`config.mk`:
```
export PLATFORM = sky130hd
export DESIGN_NAME = tx_line_arbiter
export DESIGN_NICKNAME = d
export VERILOG_FILES = /design/src/rtl/tx_line_arbiter.sv
export SDC_FILE = /design/constraint.sdc
export NUM_CORES = 1
export LEC_CHECK = 0
export BUFFER_PORTS_ARGS = -buffer_cell sky130_fd_sc_hd__buf_2
export CORE_MARGIN = 2
export CORE_UTILIZATION = 37
export DETAILED_ROUTE_END_ITERATION = 8
export PLACE_DENSITY = 0.49
export SYNTH_ARGS = -nofsm -noshare
export SYNTH_HDL_FRONTEND = slang
export SYNTH_SLANG_ARGS = --single-unit
```
`constraint.sdc`:
```
create_clock -name clk_sys -period 2.7 [get_ports clk_sys]
set_input_delay 0.405 -clock clk_sys [delete_from_list [all_inputs] [get_ports clk_sys]]
set_output_delay 0.405 -clock clk_sys [all_outputs]
set_load 0.005 [all_outputs]
```
`src/rtl/tx_line_arbiter.sv`:
```
// tx_line_arbiter: shares the single UART_TX pin between tape, MIDI and UART serial sources
// Ports: clk_sys, reset (asynchronous, active-high);
//        src_tape / src_midi / src_uart : idle-high serial sources, synchronous to clk_sys;
//        tx_out    : registered pin drive (idle high);
//        owner     : current grant, 0 none / 1 tape / 2 midi / 3 uart;
//        busy      : registered, high while owner != 0;
//        collision : one-cycle pulse when a non-owner toggles while the pin is owned.
// Build option: define TXARB_RR_EN for round-robin selection among simultaneous
// toggles; otherwise fixed priority uart > midi > tape.
module tx_line_arbiter #(
    parameter int HOLD_CYCLES = 840000,
    parameter int CNT_W       = 20
) (
    input  logic       clk_sys,
    input  logic       reset,
    input  logic       src_tape,
    input  logic       src_midi,
    input  logic       src_uart,
    output logic       tx_out,
    output logic [1:0] owner,
    output logic       busy,
    output logic       collision
);
    typedef enum logic [1:0] {NONE, TAPE, MIDI, UART} state_t;
    localparam logic [CNT_W-1:0] RELOAD = CNT_W'(HOLD_CYCLES - 1);
    state_t           state, state_nx;
    logic [CNT_W-1:0] cnt, cnt_nx;
    logic [3:0]       src, prev, act;
    logic [1:0]       win;
    logic             tx_nx, coll_nx, rel, grant;
    // lane 0 stands for "no owner": tied high so it never shows activity
    assign src   = {src_uart, src_midi, src_tape, 1'b1};
    assign act   = src ^ prev;
    assign rel   = state != NONE && cnt == '0 && src[state] && !act[state];
    assign grant = (state == NONE || rel) && win != 2'd0;
    assign owner = state;
`ifdef TXARB_RR_EN
    logic [1:0] rr_ptr, c0, c1, c2;
    function automatic logic [1:0] rr_next(input logic [1:0] p);
        return (p == 2'd3) ? 2'd1 : p + 2'd1;
    endfunction
    // search starts one past the last granted source; pointer 0 behaves like 3
    assign c0  = rr_next(rr_ptr);
    assign c1  = rr_next(c0);
    assign c2  = rr_next(c1);
    assign win = act[c0] ? c0 : act[c1] ? c1 : act[c2] ? c2 : 2'd0;
    always_ff @(posedge clk_sys or posedge reset)
        if (reset)
            rr_ptr <= 2'd0;
        else if (grant)
            rr_ptr <= win;
`else
    assign win = act[3] ? 2'd3 : act[2] ? 2'd2 : act[1] ? 2'd1 : 2'd0;
`endif
    always_comb begin
        state_nx = state;
        cnt_nx   = cnt;
        tx_nx    = 1'b1;
        coll_nx  = 1'b0;
        if (grant) begin
            state_nx = state_t'(win);
            tx_nx    = src[win];
            cnt_nx   = RELOAD;
        end else if (rel) begin
            state_nx = NONE;
        end else if (state != NONE) begin
            tx_nx   = src[state];
            cnt_nx  = act[state] ? RELOAD : (cnt != '0 ? cnt - CNT_W'(1) : cnt);
            coll_nx = |(act & ~(4'b1 << state));
        end
    end
    always_ff @(posedge clk_sys or posedge reset)
        if (reset) begin
            state     <= NONE;
            cnt       <= '0;
            prev      <= '1;
            tx_out    <= 1'b1;
            busy      <= 1'b0;
            collision <= 1'b0;
        end else begin
            state     <= state_nx;
            cnt       <= cnt_nx;
            prev      <= src;
            tx_out    <= tx_nx;
            busy      <= state_nx != NONE;
            collision <= coll_nx;
        end
endmodule
```
### Word level (Yosys, flattened, before mapping)

Index checks and enable logic that the tools add are counted.
W data, S select, Z words.

* output and inout port bits: 5
* logic and storage cells: 52
* flip-flop bits (word level): 28
* input port bits: 5

* bitwise logic cells: 3
* add/subtract/negate cells: 1
* magnitude comparators: 2
* equal/unequal tests: 1
* mux-type cells: 22
* reductions and logical operators: 16
* shift-type cells: 1

Operator list (number)
* $mux W20: 5
* $logic_not A20 Y1: 1
* $reduce_bool A20 Y1: 1
* $sub A20 B1 Y20 const B: 1
* $mux W1: 10
* $mux W2: 4
* $reduce_bool A2 Y1: 4
* $bmux W1 S2: 3
* $lt A2 B3 Y1 const B: 2
* $and A4 B4 Y4: 1
* $logic_and A1 B1 Y1: 4
* $not A4 Y4: 1
* $reduce_or A4 Y1: 1
* $shl A1 B2 Y4 const A: 1
* $xor A4 B4 Y4: 1
* $reduce_and A3 Y1: 1
* $reduce_bool A3 Y1: 1
* $logic_not A2 Y1: 1
* $ne A2 B1 Y1 const B: 1
* $logic_not A1 Y1: 1
* $logic_or A1 B1 Y1: 1

### Logic depth before layout (Yosys ltp)

Gate-level depths: netlist of the first run.

* word-level depth: 9
* mapped depth: 8
* mapped depth without buffers: 7

### Worst setup path before layout of the first run

OpenSTA, ideal clock, no wires.

* path type: reg-to-reg
* from: reg cnt[0]
* to: reg cnt[16]
* setup time: 0.078 ns
* period minus slack after synthesis: 2.214 ns
* arrival time: 2.136 ns
* required time: 2.622 ns
* path slack: 0.486 ns
* path buffers: 1
* stages on the path, launching flop included: 9
* path through: dfrtp_1 inv_1 ha_1 or4b_1 buf_2 nor4b_4 nand2_1 or3_1 a21oi_1

* cells in the longest elaborated chain, start to end: 8
* elaborated cells between the ends (all ways): 17
* those cells by class: add/sub (1); eq/ne (1); mux (5); reduce/logical (10)

Ends and longest elaborated chain
* from (decl): RTL line 27 `logic [CNT_W-1:0] cnt, cnt_nx;`
* from (signal assigned): RTL line 82 `cnt <= cnt_nx;`
* branches (longest 8 deep; another with $sub A20 B1 Y20)

Parallel ways; which one is timed is not known. The select of a mux whose other input is x is not followed.
A chain may end at the register's enable or synchronous reset.

### Worst setup path in the final report of the first run

Ends and elaborated chain as after synthesis.

==> key figures, run 1 <==
Status
  – Status: complete, no violations

Drt
  – Final WL: 4.98 mm
  – Drt first pass iters: 4
  – Routed vias: 1652
  – Drt wl/cell: 17.6 um
  – DR iter-0 viols: 130
  – Antenna viol nets, final: 0
  – Vias per cell: 5.86
  – DRC: 0

Timing
  – Slew Limit Fails: 0
  – Fmax: 407 MHz
  – Final setup margin: 0.241 ns
  – Unrepaired setup endpoints after global routing: no
  – Setup TNS: 0 ns
  – Minimum clock period: 2.46 ns
  – Final setup viols: 0
  – Period utilisation layout: 0.911
  – Clock skew: 0.00619 ns
  – Slew margin rel.: 0.645
  – Worst Max-Slew Pin Slew: 0.531 ns
  – Hold Fails Final Rpt: 0

Job
  – Max cap viols: 0

Finish
  – Most frequent cells in the layout: dfrtp_1 (24), nor2_1 (19), nand2_1 (14)
  – Sequential cell area: 706 um^2
  – Area Overhead vs Synth: 11.4%
  – Number of diodes: 0
  – Layout cell share with drive strength beyond 1: 0.205
  – Final nets: 223
  – Design area: 2100 um^2
  – Fillers: 494
  – Footprint of the multi-input gates: 1090 um^2
  – Most common cell after layout, fill and taps aside: dfrtp_1

CTS
  – Clock slew at reported path FFs: 0.10 ns
  – CTS H-tree depth: 1
  – CTS root buffer: clkbuf_8
  – Clock buffers created by TritonCTS: 3
  – Clock insertion delay at the later pin of the skew report: 0.28 ns
  – Hold Buf Count CTS: 0
  – Post_cts resized: 0
  – Post-CTS Setup Bufs: 0
  – CTS tree: done
  – TritonCTS Sinks: 28
  – Clock tree buffer depth: 2

Floorplanning
  – Die Span Y: 75.4 um
  – Die width: 75.4 um
  – IO Count: 10
  – Starting Density: 0.392
  – Core Rows: 25
  – Core Box Area: 4820 um^2
  – Die area: 5690 um^2

Pwr
  – LEAKAGE: 0.750 nW
  – Power Density: 506 nW/um^2
  – Max IR drop VDD: 0.319 mV
  – Total Power: 1.06 mW

Worst setup path
  – R2R depth: 8
  – Setup CP Type: reg -> reg
  – Required time worst endpoint: 2.90 ns
  – Kind of end point of the critical path: flop
  – Critical Path AT: 2.66 ns
  – Setup crit start kind: flop
  – CP max FO: 6

Synthesis
  – Post-synth EDFFs: 0
  – Mapped Cells: 203
  – Top-area cell type share of the netlist area: 0.318
  – Main synth FF type: dfrtp_1
  – Synth Net Count: 210
  – #FFs+latches synth: 28
  – Synth cell types: 64
  – Sequential area share after synthesis: 0.374
  – Cell taking the most area after synthesis: dfrtp_1
  – Area contributors post-synth: dfrtp_1 (32%), dfstp_2 (5.6%), nor2_1 (3.8%)
  – Syn avg cell area: 9.30 um^2
  – FFs w/ async S/R, synth: 1.00
  – Mapped cell area: 1890 um^2
  – Syn. warnings: 0

Global routing
  – Total grt overflow: 0
  – Initial antenna violation count: 0
  – M2 GR Usage: 0.283
  – M1 GR Usage: 0.304
  – First-pass GRT wire length: 8.37 mm
  – Number of global-route vias before repair: 1573
  – Met3 Resource Use GR: 0.0212
  – Grt peak-use layer: met1
  – Largest net degree at the start of global routing: 29
  – Total track usage: 0.195

Place
  – GP Congestion: 0.841
  – Detail Placement HPWL: 3.52 mm
  – Dpl ws: 0.173 ns
  – Port Buf Inserts: 9
  – Dpl cell area: 2020 um^2

Min path
  – HP Class: in -> async
==> worst paths after layout <==
check / startpoint / to / slack [ns]
worst max-delay path: cnt[0] / cnt[16] / 0.24
worst min-delay path: reset / cnt[18] / 0.18
worst max register to register: cnt[0] / cnt[16] / 0.24
worst min register to register: cnt[17] / cnt[17] / 0.54
max in group asynchronous: reset / tx_out / 2.20
min in group clk_sys: src_tape / prev[1] / 0.26
==> worst max-delay path: stages (launching register included) <==
cell and delay, ns:
dfrtp_1 0.41, inv_1 0.12, ha_1 0.24, or4b_1 0.61, nor4b_4 0.25, buf_4 0.19, nand2_1 0.07, or3_1 0.32
a21oi_1 0.17
==> cells by family after synthesis <==
family,synth area share
AOI/OAI and AO/OA,0.243
xor gates and xnor gates,0.0225
adders and majority gates,0.0239
buffers and inverters,0.0497
DFF,0.374
muxes,0.0166
and+or+nand+nor,0.270
==> registers in the layout (all words and copies together) (netlist names) <==
signal / count
busy: 1
collision: 1
tx_out: 1
cnt: 20
prev: 3
owner: 2
==> synthesized netlist by cell type, drive strengths merged, types with 6 or more instances <==
library cell and number:
a21oi 7, o21ai 11, dfrtp 24, nor3 11, buf 7, nor4 6, nor2 19, inv 7
a211oi 6, nand2 14
==> routing by layer <==
metal | vias up | part of all wire
met5 | - | 0
met4 | 0 | 0.0096
met3 | 5 | 0.044
met2 | 34 | 0.43
met1 | 805 | 0.52
li1 | 808 | -
==> cell type report <==
type                    instances  share of cell area
multi-input cells             156               0.518
clock buffers                   3              0.0196
well taps                      67              0.0399
inverters                       7              0.0125
repair buffers                 20              0.0607
clock inverters                 1              0.0143
flip-flops and latches         28               0.336
==> power by group <==
part,switching (mW),leakage (nW),internal [mW]
Sequential,0.0357,0.302,0.456
Combinational,0.142,0.412,0.0925
Clock,0.139,0.0357,0.198
Total,0.316,0.750,0.747
==> stage by stage <==
step / util / hold WS (ns) / instances
floorplan: - / 0.409 / 203
global placement: 0.420 / 0.494 / 277
detailed placement: 0.420 / 0.498 / 277
CTS: 0.435 / 0.190 / 281
global route: 0.437 / 0.199 / 282
finish: 0.437 / 0.179 / 282
Note: power is estimated with default switching activity, not from simulation.
==> inputs of run 2 (changes only) <==
--- a/config.mk
+++ b/config.mk
@@ -6,6 +6,7 @@
 export NUM_CORES = 1
 export LEC_CHECK = 0
 export BUFFER_PORTS_ARGS = -buffer_cell sky130_fd_sc_hd__buf_2
+export CORE_ASPECT_RATIO = 0.75
 export CORE_MARGIN = 2
 export CORE_UTILIZATION = 37
 export DETAILED_ROUTE_END_ITERATION = 8
==> run 2 against run 1 <==
Die area increased by 0.10%; largest cell class unchanged; final cell count decreased by 3.5%; wire length decreased by 1.2%; power decreased by 8.7%; sequential share of layout area increased by 0.94 points; critical path depth decreased by 1; combinational power increased by 2%; critical path type unchanged; count of clock-buffer cells in the layout increased by 1; design area decreased by 2.7%; critical endpoint unchanged; sequential power about the same; first-iteration DRC count decreased by 17%; register-to-register slack got worse by 0.02 ns.
==> key figures, run 2 (synthesized netlist as in run 1, its figures left out) <==
Drt
  – DRC: 0
  – Drt wl/cell: 18.1 um
  – Vias per cell: 6.20
  – Antenna viol nets, final: 0
  – Routed vias: 1686
  – Drt first pass iters: 4
  – Final WL: 4.92 mm
  – Routed length on met2: 2.08 mm
  – DR iter-0 viols: 108
  – Max layer used: met4
  – Met1 Routed Length: 2.53 mm
  – Met3 Wirelength: 257 um

Finish
  – Most frequent cells in the layout: dfrtp_1 (24), nor2_1 (19), nand2_1 (14)
  – Layout cell share with drive strength beyond 1: 0.189
  – Most common cell after layout, fill and taps aside: dfrtp_1
  – Final nets: 220
  – Number of diodes: 0
  – Fillers: 498
  – Most flops, register: cnt
  – Area Overhead vs Synth: 8.35%
  – Design area: 2050 um^2
  – Core Util, Final: 0.418
  – Number of flip-flops in the largest register: 20

CTS
  – Clock tree buffer depth: 2
  – TritonCTS Sinks: 28
  – CTS tree: done
  – CTS root buffer: clkbuf_8
  – Post-CTS Setup Bufs: 0
  – Clock slew at reported path FFs: 0.10 ns
  – Clock insertion delay at the later pin of the skew report: 0.28 ns
  – CTS H-tree depth: 1
  – Clock buffers created by TritonCTS: 3

Place
  – GP Congestion: 0.824
  – Detail Placement HPWL: 3.49 mm
  – Port Buf Inserts: 9
  – Dpl ws: 0.242 ns
  – Dpl cell area: 2000 um^2

Status
  – Status: complete, no violations

Floorplanning
  – Starting Density: 0.385
  – IO Count: 10
  – Core Rows: 22
  – Die width: 86.5 um
  – Core Box Area: 4900 um^2
  – Die Span Y: 65.9 um
  – Die area: 5700 um^2

Pwr
  – Seq pwr share: 0.508
  – NetSw: 0.316 mW
  – Power Density: 475 nW/um^2
  – Internal cell power: 0.655 mW
  – Total Power: 0.971 mW
  – Max IR drop VDD: 0.245 mV
  – Switch share: 0.325
  – Clk pwr share: 0.245
  – LEAKAGE: 0.725 nW
  – Logic pwr share: 0.247

Timing
  – Slew margin rel.: 0.543
  – Unrepaired setup endpoints after global routing: no
  – Worst Max-Slew Pin Slew: 0.685 ns
  – Final setup margin: 0.217 ns
  – Clock skew: 0.00497 ns
  – Hold Fails Final Rpt: 0
  – Slew Limit Fails: 0
  – Fmax: 403 MHz
  – Setup TNS: 0 ns
  – Minimum clock period: 2.48 ns
  – Period utilisation layout: 0.920
  – Final setup viols: 0

Global routing
  – Total grt overflow: 0
  – Total track usage: 0.191
  – Largest net degree at the start of global routing: 29
  – Initial antenna violation count: 0
  – Number of global-route vias before repair: 1650
  – First-pass GRT wire length: 8.46 mm

Worst setup path
  – Top delay family on crit path: simple AND/OR/NAND/NOR gates
  – CP max FO: 6
  – Cell depth of the worst setup path: 7
  – CP bufs+invs: 1
  – Critical Path AT: 2.69 ns
  – Critical-path top delay cell: or4b_1
  – Kind of end point of the critical path: flop
  – Setup CP Type: reg -> reg
  – R2R depth: 7
  – Setup crit start kind: flop
  – CP startpoint: cnt[0]
  – RR Startpoint: cnt[0]
  – Crit path cell chain: inv_1 -> ha_1 -> or4b_1 -> nor4b_4 -> nand2_1 -> or3_1 -> a21oi_1
  – Required time worst endpoint: 2.91 ns
  – Crit-path max cell delay: 0.60 ns

Job
  – Max cap viols: 0

Min path
  – HP Class: in -> async
## run 2: cell types whose count changed in the layout (fill, tap and decap cells not counted)
cell,change
buf_4,-3
bufinv_16,-1
clkbuf_1,+1
## run 2: final cells by class
| cell class | count | area [um^2] | area share |
|---|---|---|---|
| well taps | 60 | 75.1 | 0.0367 |
| clock buffers | 4 | 45.0 | 0.0220 |
| multi-input cells | 156 | 1090 | 0.532 |
| inverters | 7 | 26.3 | 0.0128 |
| repair buffers | 17 | 105 | 0.0514 |
| flip-flops and latches | 28 | 706 | 0.345 |
## run 2: what timing repair did
item	in CTS	in global routing
gates resized for setup	0	0
setup endpoints to repair	0	2
hold buffers	0	0
## run 2: power groups by stage
stage,clock network (mW),registers [mW],logic [mW]
after floorplan,0,0.489,0.177
after global placement,0,0.497,0.232
after detailed placement,0,0.501,0.239
after CTS,0.249,0.493,0.240
after global routing,0.271,0.499,0.270
final,0.238,0.493,0.240
## run 2: per-layer routing
layer  global-route usage  vias to the layer above
li1                     -                      798
met1                0.285                      817
met2                0.282                       65
met3               0.0337                        6
met4               0.0527                        0
met5                    0                        -
## run 2: metrics by stage
stage,hold WS (ns),cells
floorplan,0.409,203
global placement,0.486,268
detailed placement,0.494,268
CTS,0.192,272
global route,0.225,272
finish,0.180,272
## run 2: worst min-delay path: stages
cell and delay (ns):
buf_2 0.09, inv_1 0.04, buf_4 0.33
## run 2: worst paths after layout
| path | slack, ns | end |
|---|---|---|
| worst max-delay path | 0.22 | cnt[16] |
| worst min-delay path | 0.18 | cnt[12] |
| worst max register to register | 0.22 | cnt[16] |
| worst min register to register | 0.54 | cnt[17] |
| max in group asynchronous | 2.22 | tx_out |
| min in group clk_sys | 0.25 | prev[1] |
